### src/rtl/instr_loader.sv
// -----------------------------------------------------------------------------
// instr_loader
//
// Boot-time program loader that sits directly behind the UART instruction
// receiver. Each received 16-bit word is written sequentially into
// instruction memory starting at address 0. The CPU is held in reset while
// loading and is released once an end-of-program marker has been seen.
// A reload request discards the current program and re-arms the loader.
//
// Parameters
//   ADDR_WIDTH   : instruction memory address width (capacity 2^ADDR_WIDTH)
//   END_MARKER   : word that terminates a load; never written to memory
//
// Ports
//   clk            in   system clock, rising edge
//   rst            in   asynchronous active-high reset
//   i_rx_dv        in   one-cycle strobe, i_rx_instr valid while high
//   i_rx_instr     in   received 16-bit instruction word
//   i_reload       in   one-cycle request to restart loading
//   o_mem_we       out  instruction memory write enable (one cycle per word)
//   o_mem_addr     out  write address
//   o_mem_data     out  write data
//   o_cpu_rst      out  high holds the CPU in reset
//   o_load_done    out  high once a load has completed successfully
//   o_instr_count  out  words written during the current load
//   o_overflow     out  sticky flag: program exceeded memory capacity
// -----------------------------------------------------------------------------
module instr_loader #(
    parameter int          ADDR_WIDTH = 8,
    parameter logic [15:0] END_MARKER = 16'hFFFF
) (
    input  logic                  clk,
    input  logic                  rst,
    input  logic                  i_rx_dv,
    input  logic [15:0]           i_rx_instr,
    input  logic                  i_reload,
    output logic                  o_mem_we,
    output logic [ADDR_WIDTH-1:0] o_mem_addr,
    output logic [15:0]           o_mem_data,
    output logic                  o_cpu_rst,
    output logic                  o_load_done,
    output logic [ADDR_WIDTH:0]   o_instr_count,
    output logic                  o_overflow
);

    typedef enum logic [1:0] {
        ST_LOAD    = 2'd0,
        ST_RELEASE = 2'd1,
        ST_RUN     = 2'd2,
        ST_ERROR   = 2'd3
    } state_t;

    // Count value meaning "memory completely filled".
    localparam logic [ADDR_WIDTH:0] CAPACITY = {1'b1, {ADDR_WIDTH{1'b0}}};

    state_t                r_state;
    logic [ADDR_WIDTH-1:0] r_ptr;
    logic [ADDR_WIDTH:0]   r_count;
    logic                  r_mem_we;
    logic [ADDR_WIDTH-1:0] r_mem_addr;
    logic [15:0]           r_mem_data;
    logic                  r_cpu_rst;
    logic                  r_load_done;
    logic                  r_overflow;

    state_t                w_next_state;
    logic [ADDR_WIDTH-1:0] w_ptr_nxt;
    logic [ADDR_WIDTH:0]   w_count_nxt;
    logic                  w_mem_we_nxt;
    logic [ADDR_WIDTH-1:0] w_mem_addr_nxt;
    logic [15:0]           w_mem_data_nxt;
    logic                  w_cpu_rst_nxt;
    logic                  w_load_done_nxt;
    logic                  w_overflow_nxt;
    logic                  w_is_marker;
    logic                  w_full;

    assign w_is_marker = (i_rx_instr == END_MARKER);
    assign w_full      = (r_count == CAPACITY);

    // Next-state, pointer/count and write-port decode.
    always_comb begin
        w_next_state   = r_state;
        w_ptr_nxt      = r_ptr;
        w_count_nxt    = r_count;
        w_mem_we_nxt   = 1'b0;
        // Address and data hold their last written values between writes.
        w_mem_addr_nxt = r_mem_addr;
        w_mem_data_nxt = r_mem_data;

        if (i_reload) begin
            // Reload wins over a coincident strobe; that word is dropped.
            w_next_state = ST_LOAD;
            w_ptr_nxt    = {ADDR_WIDTH{1'b0}};
            w_count_nxt  = {(ADDR_WIDTH+1){1'b0}};
        end else begin
            case (r_state)
                ST_LOAD: begin
                    if (i_rx_dv) begin
                        if (w_is_marker) begin
                            w_next_state = ST_RELEASE;
                        end else if (w_full) begin
                            w_next_state = ST_ERROR;
                        end else begin
                            w_mem_we_nxt   = 1'b1;
                            w_mem_addr_nxt = r_ptr;
                            w_mem_data_nxt = i_rx_instr;
                            // Pointer wraps naturally; count is one bit wider
                            // so it reaches CAPACITY without wrapping.
                            w_ptr_nxt      = r_ptr + ADDR_WIDTH'(1);
                            w_count_nxt    = r_count + (ADDR_WIDTH+1)'(1);
                        end
                    end else begin
                        w_next_state = ST_LOAD;
                    end
                end
                // One-cycle gap keeps the CPU in reset at least two cycles
                // after the final memory write.
                ST_RELEASE: w_next_state = ST_RUN;
                ST_RUN:     w_next_state = ST_RUN;
                ST_ERROR:   w_next_state = ST_ERROR;
                default:    w_next_state = ST_LOAD;
            endcase
        end
    end

    // Status outputs are a pure function of the state being entered, so the
    // registered flags line up with the registered state.
    always_comb begin
        w_cpu_rst_nxt   = 1'b1;
        w_load_done_nxt = 1'b0;
        w_overflow_nxt  = 1'b0;
        case (w_next_state)
            ST_LOAD: begin
                w_cpu_rst_nxt   = 1'b1;
                w_load_done_nxt = 1'b0;
                w_overflow_nxt  = 1'b0;
            end
            ST_RELEASE: begin
                w_cpu_rst_nxt   = 1'b1;
                w_load_done_nxt = 1'b1;
                w_overflow_nxt  = 1'b0;
            end
            ST_RUN: begin
                w_cpu_rst_nxt   = 1'b0;
                w_load_done_nxt = 1'b1;
                w_overflow_nxt  = 1'b0;
            end
            ST_ERROR: begin
                w_cpu_rst_nxt   = 1'b1;
                w_load_done_nxt = 1'b0;
                w_overflow_nxt  = 1'b1;
            end
            default: begin
                w_cpu_rst_nxt   = 1'b1;
                w_load_done_nxt = 1'b0;
                w_overflow_nxt  = 1'b0;
            end
        endcase
    end

    // State, pointer and count registers.
    always_ff @(posedge clk or posedge rst) begin
        if (rst) begin
            r_state <= ST_LOAD;
            r_ptr   <= {ADDR_WIDTH{1'b0}};
            r_count <= {(ADDR_WIDTH+1){1'b0}};
        end else begin
            r_state <= w_next_state;
            r_ptr   <= w_ptr_nxt;
            r_count <= w_count_nxt;
        end
    end

    // Registered memory write port and status flags.
    always_ff @(posedge clk or posedge rst) begin
        if (rst) begin
            r_mem_we    <= 1'b0;
            r_mem_addr  <= {ADDR_WIDTH{1'b0}};
            r_mem_data  <= 16'h0000;
            r_cpu_rst   <= 1'b1;
            r_load_done <= 1'b0;
            r_overflow  <= 1'b0;
        end else begin
            r_mem_we    <= w_mem_we_nxt;
            r_mem_addr  <= w_mem_addr_nxt;
            r_mem_data  <= w_mem_data_nxt;
            r_cpu_rst   <= w_cpu_rst_nxt;
            r_load_done <= w_load_done_nxt;
            r_overflow  <= w_overflow_nxt;
        end
    end

    assign o_mem_we      = r_mem_we;
    assign o_mem_addr    = r_mem_addr;
    assign o_mem_data    = r_mem_data;
    assign o_cpu_rst     = r_cpu_rst;
    assign o_load_done   = r_load_done;
    assign o_instr_count = r_count;
    assign o_overflow    = r_overflow;

endmodule
### config.mk
export PLATFORM = sky130hd
export DESIGN_NAME = instr_loader
export DESIGN_NICKNAME = d
export VERILOG_FILES = /design/src/rtl/instr_loader.sv
export SDC_FILE = /design/constraint.sdc
export NUM_CORES = 1
export LEC_CHECK = 0
export CAP_MARGIN = 20
export CORE_MARGIN = 2
export CORE_UTILIZATION = 49
export CTS_CLUSTER_SIZE = 24
export DETAILED_ROUTE_END_ITERATION = 6
export PLACE_DENSITY = 0.8
export SYNTH_ARGS = -nofsm -noshare
export SYNTH_HDL_FRONTEND = slang
export SYNTH_SLANG_ARGS = --single-unit
### constraint.sdc
create_clock -name clk -period 2.4 [get_ports clk]
set_input_delay 0.6 -clock clk [delete_from_list [all_inputs] [get_ports clk]]
set_output_delay 0.6 -clock clk [all_outputs]
set_load 0.01 [all_outputs]
; After elaboration in Yosys (flattened, before gate mapping)
; Cells that the tools add are included.
[classes]
addsub = 2
n_eq_ne = 10
mux = 23
bitwise_logic = 3
n_reduce_logical = 11
[ops]
columns = op, count
row1 = 9-bit 2-to-1 mux, 5
row2 = 8-bit 2-to-1 mux, 5
row3 = "16-bit equality test, second input constant", 1
row4 = "9-bit by 1-bit adder with 9-bit output, second input constant", 1
row5 = "9-bit equality test, second input constant", 1
row6 = "8-bit by 1-bit adder with 8-bit output, second input constant", 1
row7 = "2-bit equality test, second input constant", 4
row8 = 2-bit 2-to-1 mux, 4
row9 = 1-bit case mux with 2 select lines, 3
row10 = 2-bit case mux with 3 select lines, 1
row11 = 2-bit OR reduction, 3
row12 = 3-bit OR reduction, 2
row13 = 1-bit 2-to-1 mux, 5
row14 = 5-bit AND reduction, 1
row15 = "2-bit by 1-bit equality test with 1-bit output, second input constant", 2
row16 = 2-bit zero test, 2
row17 = "2-bit inequality test, second input constant", 2
row18 = 4-bit AND reduction, 1
row19 = 2-bit nonzero test, 2
row20 = 1-bit NOT, 3
[totals]
reg_bits = 47
in_bits = 20
out_inout_bits = 37
elab_cells = 58

; Longest topological paths before layout
; Gate-level depths: netlist of the first run.
[logic_depth]
ltp_word = 9
mapped_depth = 7
mapped_depth_nobuf = 6

; Worst setup path after synthesis of the first run
; Ideal clock, no wire load.
[synth_path]
kind = register -> register
from = reg r_count[2], in the netlist o_instr_count[2]
to = reg r_mem_addr[4], in the netlist o_mem_addr[4]
setup_time_ns = 0.125
arrival_ns = 1.986
t_required_ns = 2.275
setup_slack_ns = 0.289
stages_incl_launch_ff = 6
n_path_buf = 1
synth_period_minus_slack_ns = 2.111
path_cell_list = dfrtp_1 or4_4 o41ai_4 nor3_4 buf_6 mux2_4
[synth_via]
elab_chain_cells = 3
[synth_rtl]
columns = item, line_no
row1 = start: declaration, 58  ; logic [ADDR_WIDTH:0] r_count;
row2 = start signal: assignment, 167  ; r_count <= {(ADDR_WIDTH+1){1'b0}};
row3 = start signal: assignment, 171  ; r_count <= w_count_nxt;
row4 = 9-bit equality test, 79  ; assign w_full = (r_count == CAPACITY);
row5 = 1-bit NOT (no line), -
row6 = 5-bit AND reduction (no line), -
row7 = end signal: assignment, 179  ; r_mem_addr <= {ADDR_WIDTH{1'b0}};
row8 = end signal: assignment, 186  ; r_mem_addr <= w_mem_addr_nxt;
row9 = end: declaration, 60  ; logic [ADDR_WIDTH-1:0] r_mem_addr;
; Every way passes these cells.
; A chain may end at the register's enable or synchronous reset.

; Worst setup path after layout of the first run
[layout_path]
from = in i_rx_instr[6]
to = reg r_count[2], in the netlist o_instr_count[2]
[layout_via]
elab_chain_cells = 3
[layout_rtl]
columns = item, line_no
row1 = start: declaration, 35  ; input logic [15:0] i_rx_instr,
row2 = 16-bit equality test, 78  ; assign w_is_marker = (i_rx_instr == END_MARKER);
row3 = 2-bit inequality test (no line), -
row4 = 4-bit AND reduction (no line), -
; Every way passes these cells.

==> results.toml, run 1 <==
[clocking]
clock_tree.buffer_depth = 2
cts_buffers = 5
clk-insertion-delay-late_ps = 300
postCtsSetupBuffers = 0
htree_num_levels = 2
postCtsResizedCells = 0
cts-hold-fix-buffers = 0
clk_root_buffer_cell = "clkbuf_8"
tritoncts = "done"
numClockSinks = 47
clkTransAtPathRegs_ps = 90

[timing]
timing_max_transition_violations_final = 0
max_slew.worst_pin.slew_ps = 478
fin_skew_ps = 10.1
grt_setup_unrepaired = "no"
fin_crit_sh_pct = 91.9
highest_clock_rate_mhz = 453
final.min_clock_period_ps = 2210
hold_viol_final = 0
final.hold.worst_slack_ps = 518
max_slew_margin_pct = 68.0
setup-violations-final = 0

[final_layout]
syn_to_final_growth_pct = 37.6
antenna_cells_inserted = 0
finish.net_count = 280
most-common-layout-cells = "clkdlybuf4s50_1, dfrtp_1, mux2_4"
final_design_area_no_fill_um2 = 3130
final_common_cell = "clkdlybuf4s50_1"
final-instance-count-excl-fill = 310
post_route_cells_drive_above_1_share_pct = 24.8
num-fill-cells = 313

[yosys]
synth_warnings = 0
synth-async-reset-ratio_pct = 100
post_synth.cell_area_avg_um2 = 12.3
synthesis.area_um2 = 2270
post_synth_inst_count = 185
number_of_enable_flip_flop_cells_after_synthesis = 0
yosys.cell_types.count = 33
ys_seq_area_share_pct = 51.8
yosys_register_bits = 47
synth-main-ff-cell = "dfrtp_1"
synth_fp_nets = 208

[floorplanning]
fp.coreArea_um2 = 4410
placementRows = 24
fp.dieArea_um2 = 5200
floorplan.initialDensity_pct = 51.5
vert_die_dim_um = 72.1
ioPinCount = 57
die_w_um = 72.1

[status]
result_of_the_run = "finished clean"

[placement]
numPortBuffers = 56
post_dp_cell_area_um2 = 3010
place.gp.congestion = 0.756
numPlacedInstances = 302
dp_hpwl_mm = 3.64

[setup_path]
critical_path.startpoint_type = "input port"
ff2ff_path_depth = 5
crit_arrival_ps = 2400
timing.critical_path.required_ps = 2590
crit_path_end_kind = "flop"
worst-setup-path-type = "input port to flop"
critPathMaxFanout = 3

[global_routing]
global_route_usage_sum_pct = 21.0
grt_pass1_wl_mm = 8.38
pin_count_of_the_biggest_net_entering_global_routing = 29
globalRouteOverflowTotal = 0
first_global_vias = 1712
grt_antenna_before_repair = 0

[drt]
drcViolationCount = 0
antenna_left = 0
wirelength_mm = 5.02
routedWlPerCell_um = 16.2
avgViaCountPerCell = 5.62
drtIter0Drc = 120
route.vias.total = 1743
drt_pass1_iterations = 5

[hold_path]
holdPathStages = 1
min_path_type = "flop to flop"

[flow_run]
max_cap_viol_count = 0

[power_and_ir_drop]
power_per_cell_area_nw_per_um2 = 572
leakage_nw = 1.34
irDropWorstVdd_v = 0.000317
worst max-delay path: stages:
cell and delay (ps):
clkdlybuf4s50_1 500, nand4_1 180, or4_1 650, nand3_1 140, mux2_2 330
registers in the layout, indices dropped and copies added (netlist names):
name           flops
o_mem_data        16
o_instr_count      9
o_mem_addr         8
r_ptr              8
r_state            2
o_cpu_rst          1
o_load_done        1
o_mem_we           1
o_overflow         1
power by group:
part           total [mW]  switching, mW  internal, mW
Clock               0.591          0.276         0.316
Combinational       0.320          0.122         0.198
Sequential          0.879         0.0355         0.843
Total                1.79          0.433          1.36
final cells by class:
cell class | instances | area, µm² | area share [%]
well taps | 52 | 65.1 | 2.08
inverters | 4 | 15.0 | 0.480
clock inverters | 3 | 47.5 | 1.52
multi-input cells | 125 | 1030 | 33.0
repair buffers | 74 | 721 | 23.0
clock buffers | 5 | 68.8 | 2.20
flip-flops and latches | 47 | 1180 | 37.6
routing by layer:
| layer | vias up | wire, µm | GRT usage, % |
|---|---|---|---|
| met1 | 874 | 2210 | 28.0 |
| met5 | - | 0 | 0 |
| met2 | 29 | 2600 | 34.0 |
| met3 | 8 | 112 | 4.31 |
| met4 | 0 | 99 | 7.97 |
| li1 | 832 | - | - |
worst paths after layout:
| path | from | slack, ps | to |
|---|---|---|---|
| max | i_rx_instr[6] | 190 | o_instr_count[2]$_DFFE_PP0P_ |
| min | o_mem_addr[1]$_DFFE_PP0P_ | 520 | o_mem_addr[1]$_DFFE_PP0P_ |
| max reg2reg | o_instr_count[3]$_DFFE_PP0P_ | 230 | o_mem_data[10]$_DFFE_PP0P_ |
| min reg2reg | o_mem_addr[1]$_DFFE_PP0P_ | 520 | o_mem_addr[1]$_DFFE_PP0P_ |
| max in group asynchronous | rst | 1270 | r_ptr[5]$_DFFE_PP0P_ |
| min in group asynchronous | rst | 620 | o_mem_data[11]$_DFFE_PP0P_ |
cells in the mapped netlist (3+ instances only):
master | instances | area share (%)
or3_1 | 3 | 0.83
or4_1 | 7 | 2.3
nand2_1 | 7 | 1.2
a21oi_1 | 13 | 2.9
o21ai_0 | 7 | 1.5
mux2_4 | 19 | 13
nand4_1 | 10 | 2.8
o31ai_1 | 5 | 1.7
ha_1 | 3 | 1.7
inv_1 | 4 | 0.66
nor2b_1 | 6 | 1.7
mux2_2 | 10 | 5.0
clkbuf_1 | 6 | 0.99
nor2_1 | 6 | 0.99
dfrtp_1 | 46 | 51
nor4_1 | 3 | 0.83
nand3_1 | 10 | 2.2
buf_6 | 3 | 1.5
nor3_1 | 3 | 0.66
cell families (layout without fill, tap and decap cells):
family	after synthesis	count (layout)	share of synthesized area, %
buf+inv	13	86	3.14
compound gates	31	31	9.19
xor+xnor	1	1	0.385
simple gates	61	61	16.3
fa+ha+maj	3	3	1.65
mux	29	29	17.5
flops	47	47	51.8
metrics by stage:
| stage | setup TNS [ps] | utilization (%) | setup slack [ps] | power, mW |
|---|---|---|---|---|
| 2_1_floorplan | 0 | - | 289 | 1.03 |
| 3_3_place_gp | -1450 | 68.2 | -97.5 | 1.20 |
| 3_5_place_dp | -3080 | 68.2 | -139 | 1.21 |
| 4_1_cts | 0 | 70.9 | 185 | 1.81 |
| 5_1_grt | 0 | 70.9 | 92.7 | 1.89 |
| 6_report | 0 | 70.9 | 194 | 1.79 |
Power figures use the tool's default switching activity.
==> inputs of run 2 (changes only) <==
--- a/config.mk
+++ b/config.mk
@@ -5,7 +5,7 @@
 export SDC_FILE = /design/constraint.sdc
 export NUM_CORES = 1
 export LEC_CHECK = 0
-export CAP_MARGIN = 20
+export CAP_MARGIN = 10
 export CORE_MARGIN = 2
 export CORE_UTILIZATION = 49
 export CTS_CLUSTER_SIZE = 24
==> results of run 2 <==
The final DEF is identical to that of run 1; final timing and power are the same.
==> inputs of run 3 (changes only) <==
--- a/config.mk
+++ b/config.mk
@@ -10,6 +10,7 @@
 export CORE_UTILIZATION = 49
 export CTS_CLUSTER_SIZE = 24
 export DETAILED_ROUTE_END_ITERATION = 6
+export GPL_ROUTABILITY_DRIVEN = 1
 export PLACE_DENSITY = 0.8
 export SYNTH_ARGS = -nofsm -noshare
 export SYNTH_HDL_FRONTEND = slang
==> results of run 3 <==
The final DEF is identical to that of run 1; final timing and power are the same.
